===== src/rtl/alif_drive_ctrl.sv =====
// ---------------------------------------------------------------------------
// alif_drive_ctrl
//
// Trip controller placed between the sensor front-end and the vehicle /
// computer power control. Combines:
//   - a hysteretic CPU over-temperature shut-off flag,
//   - a debounced "arrived" detector,
//   - a fuel-empty compare,
//   - a 4-state trip FSM (IDLE, DRIVE, ARRIVED, STALLED) whose DRIVE state
//     is presented on a registered keep_driving output.
//
// Parameters
//   TEMP_W    width of cpu_temp
//   TEMP_HI   shut-off threshold (cpu_temp >= TEMP_HI sets the flag)
//   TEMP_LO   restore threshold (cpu_temp <= TEMP_LO clears the flag),
//             must be below TEMP_HI
//   FUEL_W    width of fuel_level
//   FUEL_MIN  tank is empty when fuel_level < FUEL_MIN
//   HOLD_CYC  consecutive high samples of arrived needed (>= 1, 1 = none)
//
// Ports
//   clk                in   rising-edge clock
//   rst_n              in   asynchronous active-low reset
//   start              in   trip request
//   arrived            in   raw destination-reached indication
//   cpu_temp           in   unsigned CPU temperature
//   fuel_level         in   unsigned fuel level
//   shut_off_computer  out  registered hysteretic overheat flag
//   keep_driving       out  registered, high only in DRIVE
//   state              out  FSM state (0 IDLE, 1 DRIVE, 2 ARRIVED, 3 STALLED)
//   overheat_cnt       out  saturating count of shut-off rising edges,
//                           present only when ALIF_OVERHEAT_CNT_EN is defined
//
// Optional build macro: ALIF_OVERHEAT_CNT_EN
// ---------------------------------------------------------------------------
module alif_drive_ctrl #(
    parameter int TEMP_W   = 8,
    parameter int TEMP_HI  = 90,
    parameter int TEMP_LO  = 75,
    parameter int FUEL_W   = 8,
    parameter int FUEL_MIN = 4,
    parameter int HOLD_CYC = 3
) (
    input  logic              clk,
    input  logic              rst_n,
    input  logic              start,
    input  logic              arrived,
    input  logic [TEMP_W-1:0] cpu_temp,
    input  logic [FUEL_W-1:0] fuel_level,
    output logic              shut_off_computer,
    output logic              keep_driving,
    output logic [1:0]        state
`ifdef ALIF_OVERHEAT_CNT_EN
    ,
    output logic [7:0]        overheat_cnt
`endif
);

    localparam int CNT_W = $clog2(HOLD_CYC + 1);

    localparam logic [TEMP_W-1:0] T_HI    = TEMP_W'(TEMP_HI);
    localparam logic [TEMP_W-1:0] T_LO    = TEMP_W'(TEMP_LO);
    localparam logic [FUEL_W-1:0] F_MIN   = FUEL_W'(FUEL_MIN);
    localparam logic [CNT_W-1:0]  ARR_MAX = CNT_W'(HOLD_CYC - 1);

    typedef enum logic [1:0] {
        IDLE    = 2'd0,
        DRIVE   = 2'd1,
        ARRIVED = 2'd2,
        STALLED = 2'd3
    } state_t;

    // Debounce counter step: cleared by a low sample, otherwise counts up
    // and parks at HOLD_CYC-1 so arr_det stays asserted while arrived holds.
    function automatic logic [CNT_W-1:0] arr_cnt_step(
        input logic             arr,
        input logic [CNT_W-1:0] cnt
    );
        if (!arr)
            return '0;
        else if (cnt == ARR_MAX)
            return cnt;
        else
            return cnt + CNT_W'(1);
    endfunction

`ifdef ALIF_OVERHEAT_CNT_EN
    function automatic logic [7:0] sat_inc8(input logic [7:0] val);
        return (val == 8'hFF) ? val : val + 8'd1;
    endfunction
`endif

    state_t             state_r;
    state_t             state_nxt;
    logic [CNT_W-1:0]   arr_cnt;
    logic               arr_det;
    logic               empty;
    logic               shut_nxt;

    assign arr_det = arrived && (arr_cnt == ARR_MAX);
    assign empty   = fuel_level < F_MIN;
    assign state   = state_r;

    // Hysteresis: between the two thresholds the flag keeps its value.
    always_comb begin
        shut_nxt = shut_off_computer;
        if (cpu_temp >= T_HI)
            shut_nxt = 1'b1;
        else if (cpu_temp <= T_LO)
            shut_nxt = 1'b0;
    end

    // Arrival wins over running dry while driving; a refuelled stall always
    // returns to IDLE so a fresh start is needed to drive again.
    always_comb begin
        state_nxt = state_r;
        case (state_r)
            IDLE: begin
                if (start)
                    state_nxt = empty ? STALLED : DRIVE;
            end
            DRIVE: begin
                if (arr_det)
                    state_nxt = ARRIVED;
                else if (empty)
                    state_nxt = STALLED;
            end
            ARRIVED: begin
                if (!arrived)
                    state_nxt = IDLE;
            end
            STALLED: begin
                if (!empty)
                    state_nxt = IDLE;
            end
            default: state_nxt = IDLE;
        endcase
    end

    // --- register stage: FSM, debounce, output flags ---
    always_ff @(posedge clk or negedge rst_n) begin
        if (!rst_n) begin
            state_r           <= IDLE;
            arr_cnt           <= '0;
            shut_off_computer <= 1'b0;
            keep_driving      <= 1'b0;
        end else begin
            state_r           <= state_nxt;
            arr_cnt           <= arr_cnt_step(arrived, arr_cnt);
            shut_off_computer <= shut_nxt;
            keep_driving      <= (state_nxt == DRIVE);
        end
    end

`ifdef ALIF_OVERHEAT_CNT_EN
    // Counts on the same edge that raises shut_off_computer.
    always_ff @(posedge clk or negedge rst_n) begin
        if (!rst_n)
            overheat_cnt <= 8'd0;
        else if (shut_nxt && !shut_off_computer)
            overheat_cnt <= sat_inc8(overheat_cnt);
    end
`endif

endmodule

===== config.mk =====
export PLATFORM = sky130hd
export DESIGN_NAME = alif_drive_ctrl
export DESIGN_NICKNAME = d
export VERILOG_FILES = /design/src/rtl/alif_drive_ctrl.sv
export SDC_FILE = /design/constraint.sdc
export NUM_CORES = 1
export LEC_CHECK = 0
export BUFFER_PORTS_ARGS = -buffer_cell sky130_fd_sc_hd__buf_2
export CORE_AREA = 2 2 39 41
export CTS_CLUSTER_SIZE = 10
export DETAILED_ROUTE_END_ITERATION = 7
export DIE_AREA = 0 0 41 43
export HOLD_SLACK_MARGIN = 0.08
export MAX_ROUTING_LAYER = met4
export PLACE_DENSITY = 0.64
export SYNTH_ARGS = -nofsm -noshare
export SYNTH_HDL_FRONTEND = slang
export SYNTH_SLANG_ARGS = --single-unit

===== constraint.sdc =====
create_clock -name clk -period 3.1 [get_ports clk]
set_clock_uncertainty 0.2 [all_clocks]
set_input_delay 0.62 -clock clk [delete_from_list [all_inputs] [get_ports clk]]
set_output_delay 0.62 -clock clk [all_outputs]
set_load 0.02 [all_outputs]

Word-level counts from Yosys, hierarchy flattened --
Index checks and enable logic that the tools add are counted.
Operators by class: add/subtract/negate cells 1, multiply operators 0, divide/modulo/power cells 0, $lt $le $gt $ge 3, eq/ne operators 6, shift-type cells 0, mux-type cells 11, bitwise operators 0, reductions and logical operators 3
Operators with widths (number):
- $mux 2 | 8
- $ge 8x7->1 const B | 1
- $le 8x7->1 const B | 1
- $lt 8x3->1 const B | 1
- $pmux 2 s4 | 1
- $eq 2x2->1 const B | 3
- $eq 2x1->1 const B | 2
- $add 2x1->2 const B | 1
- $logic_not 2->1 | 1
- $mux 1 | 2
- $ne 2x2->1 const B | 1
- $reduce_bool 2->1 | 1
- $logic_and 1x1->1 | 1
Word-level totals: register bits 6, latch bits 0, bits in writable memories 0, memory bits (read-only) 0, input port bits 20, output and inout port bits 4, word-level logic and storage cells 28, memories 0

Longest topological paths before layout --
depth in word-level cells 5, mapped depth 5, mapped depth without buffers 5

Worst setup path after synthesis --
OpenSTA, ideal clock, no wires.
path kind input port to flip-flop, start point input fuel_level[7], end point register state_r[0], in the netlist state[0], library setup time 0.075 ns, data arrival time 1.516 ns, required time 2.825 ns, path slack 1.309 ns, stages on the path 3, path buffers 0, path through or4_4 o31a_1 o2bb2ai_2
On the way: word-level cells in the longest chain between the ends 4, elaborated cells on any way between the ends 5, classes of those cells order compare (1); mux (4)
RTL lines:
- from (decl) | RTL line 49 | input logic [FUEL_W-1:0] fuel_level,
- $lt 8x3->1 * | RTL line 101 | assign empty = fuel_level < F_MIN;
- $mux 2 | RTL line 125 | else if (empty)
- $mux 2 | RTL line 123 | if (arr_det)
- $pmux 2 s4 * | RTL line 117 | case (state_r)
- net state_nxt[0] | RTL line 94 | state_t state_nxt;
- to (signal assigned) | RTL line 148 | state_r <= state_nxt;
- to (decl) | RTL line 93 | state_t state_r;
The timed path passes the listed nets; every way through them passes the cells marked *. A chain may end at the register's enable or synchronous reset.

Worst setup path after layout --
start point input fuel_level[7], end point register state_r[1], in the netlist state[1]
On the way: word-level cells in the longest chain between the ends 4, elaborated cells on any way between the ends 7, classes of those cells order compare (1); mux (6)
RTL lines (RTL line):
- $lt 8x3->1 * | 101
- $mux 2 (on tied branches) | 125, 120
- $mux 2 (on tied branches) | 123, 119
- $pmux 2 s4 * | 117
- net state_nxt[1] | 94
Marked as above.

==> run metrics <==
Mapped Area=approximately 330 um^2; hold path depth=2; port buffer count=20; clock root buffer=clkbuf_4; largest area contributor in the netlist=dfrtp_1; Residual DRC=0; Skew-Pair Late Insertion Delay=0.24 ns; clk slew on worst S/H paths=0.04 ns; pin slew with the least headroom to its limit=0.279 ns; hold worst-path end=shut_off_computer$_DFFE_PN0P_; most frequent cell after synthesis=dfrtp_1; Bufs on Longest Clock Path=2; initial antenna violation count=0; highest achievable clock rate=582 MHz; Synth area leaders=dfrtp_1 46%, o21ai_0 4.6%, o2bb2ai_2 4.6%; Internal Power=about 0.21 mW; worst r2r path cells=5; sum of buffers and inverters on the critical path=1; clock period minus worst slack=about 1.7 ns; Slowest cell on crit path=or4_4; asr flop ratio synth=100%; first drt pass iteration count=4; CP required=3.08 ns; critical path depth=4; Crit Path Max Fanout=3; FP Rows=14; Clock Sinks=6; ratio of cells with drive above 1 in the final layout=between 40% and 50%; Final setup viols=0; maxcap violations=0; Die W=41 um; reg2reg end=state[1]$_DFF_PN0_; Total Routing Usage GR=9.64%; # diodes=0; static leakage=0.248 nW; Syn-to-layout area delta=46.4%; first-pass GRT wire length=1100 um; element type at the critical path end=flip-flop; Syn Inst Count=32; Max VDD drop=0.208 mV; crit path from=fuel_level[7]; worst rel slew slack=81.3%; Worst R2R Setup Slack=1.61 ns; sequential group share of total power=39.1%; Num CTS Buffers=3; yosys warns=0; syn nets=53; worst r2r src=arr_cnt[0]$_DFFE_PN0P_; core area=1380 um^2; vias post-DR=342; status=complete, no violations; Die H=43 um; DIE AREA=1760 um^2; final hold vios=0; most frequent cells after synthesis=6 x dfrtp_1, 3 x nand2_1, 3 x o21ai_0; largest net degree at the start of global routing=7; Hold Path Class=flip-flop to flip-flop; wire per inst=9.89 um; initial DRC count=12; fin crit share=approximately 55%; sequential-to-total area share from yosys stat=45.6%; fin. max-slew vios=0; Min Hold Slack=0.295 ns; Setup TNS Final=0 ns; Switching Share=35.7%; Top FF cell, synth=dfrtp_1; H-tree depth=1; IO Count=24; number of enable flip-flop cells after synthesis=0; startpoint types=input pin; total gr overflow=0; detailed placer's ending HPWL=601 um; crit-path max cell delay=0.53 ns; Crit path max-delay family=simple AND/OR/NAND/NOR gates; Distinct cells, synth=20; RSZ-0062 raised after global routing=no; Yosys top cell area share=45.6%; total net switching power=between 0.1 and 0.15 mW; Mean Syn Cell Area=10.3 um^2; hold path start=shut_off_computer$_DFFE_PN0P_; crit path DAT=1.70 ns; power share of the clock group=a little over a fifth; TritonCTS clock tree=built; Routed WL=~710 um; worst path cell trace=buf_2 > or4_4 > nor3_1 > a221o_1; vias per inst=approximately 4.8; Initial Utilization=a little under a quarter; Comb pwr share=39.2%; routability cong.=0.691; Yosys reg bits=6; Routed Antenna Nets=0; Crit Path Class=input pin to flip-flop; pwr dens=672 nW/um^2; Final #Nets=79; number of global-route vias before repair=between 200 and 300
-- area by class of cell --
type | instances | area (um^2)
clock buffers | 3 | 22.5
multi-input cells | 24 | 171
flip-flops and latches | 6 | 150
well taps | 16 | 20.0
repair buffers | 21 | 110
inverters | 2 | 7.51
fillers | 145 | 902
-- tightest hold or removal path, cell delays in order (launching register included) --
cell and delay, ns:
dfrtp_1 0.33, a31oi_1 0.08, nand2_1 0.05
-- sequential cells by signal, summed over array words and instances, names as in the netlist --
name / flops
shut_off_computer: 1
keep_driving: 1
arr_cnt: 2
state: 2
-- layer usage --
layer	vias up	wire length (um)	GRT usage, %
met4	0	17	8.00
met1	149	328	11.8
met2	20	298	13.1
met3	2	68	1.57
met5	-	0	-
li1	171	-	-
-- through the flow --
step / util, % / total power, mW / cells / setup WS [ns] / instance area, um^2
floorplan: - / 0.211 / 32 / 1.31 / 329
global placement: 32.5 / 0.250 / 68 / 1.16 / 449
detailed placement: 32.5 / 0.254 / 68 / 1.15 / 449
CTS: 34.8 / 0.327 / 72 / 1.40 / 482
global route: 34.8 / 0.351 / 72 / 1.32 / 482
finish: 34.8 / 0.323 / 72 / 1.38 / 482
-- worst max path at each step --
stage	slack, ns	endpoint
finish	1.38	state[1]$_DFF_PN0_
global route	1.32	state[1]$_DFF_PN0_
floorplan	1.31	state[0]$_DFF_PN0_
detailed placement	1.15	state[1]$_DFF_PN0_
CTS	1.40	state[1]$_DFF_PN0_
global placement	1.16	state[1]$_DFF_PN0_
-- power by group through the flow --
| stage | Clock [mW] | Sequential, mW | Combinational (mW) |
|---|---|---|---|
| after floorplan | 0 | 0.145 | 0.0658 |
| final | 0.0703 | 0.127 | 0.127 |
| after global placement | 0 | 0.127 | 0.123 |
| after detailed placement | 0 | 0.128 | 0.127 |
| after global routing | 0.0794 | 0.131 | 0.141 |
| after CTS | 0.0724 | 0.127 | 0.128 |
-- cell families after synthesis --
| logic type | count (synthesis) | share of synthesized area [%] |
|---|---|---|
| and+or+nand+nor | 12 | 21.3 |
| AOI/OAI and AO/OA | 10 | 24.3 |
| DFF | 6 | 45.6 |
| buffers and inverters | 2 | 2.28 |
| xor gates and xnor gates | 1 | 2.66 |
| adders and majority gates | 1 | 3.80 |
-- placed cells by master (no fill, tap or decap), types with 2 or more instances in the layout --
cell type,count
buf_2,20
dfrtp_1,6
nand2_1,3
o21ai_0,3
clkbuf_4,3
inv_1,2
nor3_1,2
and2_1,2
-- repair_timing --
| action | in CTS | in global routing |
|---|---|---|
| endpoints found under the hold margin | 6 | 0 |
| hold buffers | 1 | 0 |
| resized for setup | 0 | 0 |
| setup buffers | 0 | 0 |
No activity file was read; power rests on OpenSTA's default activity.
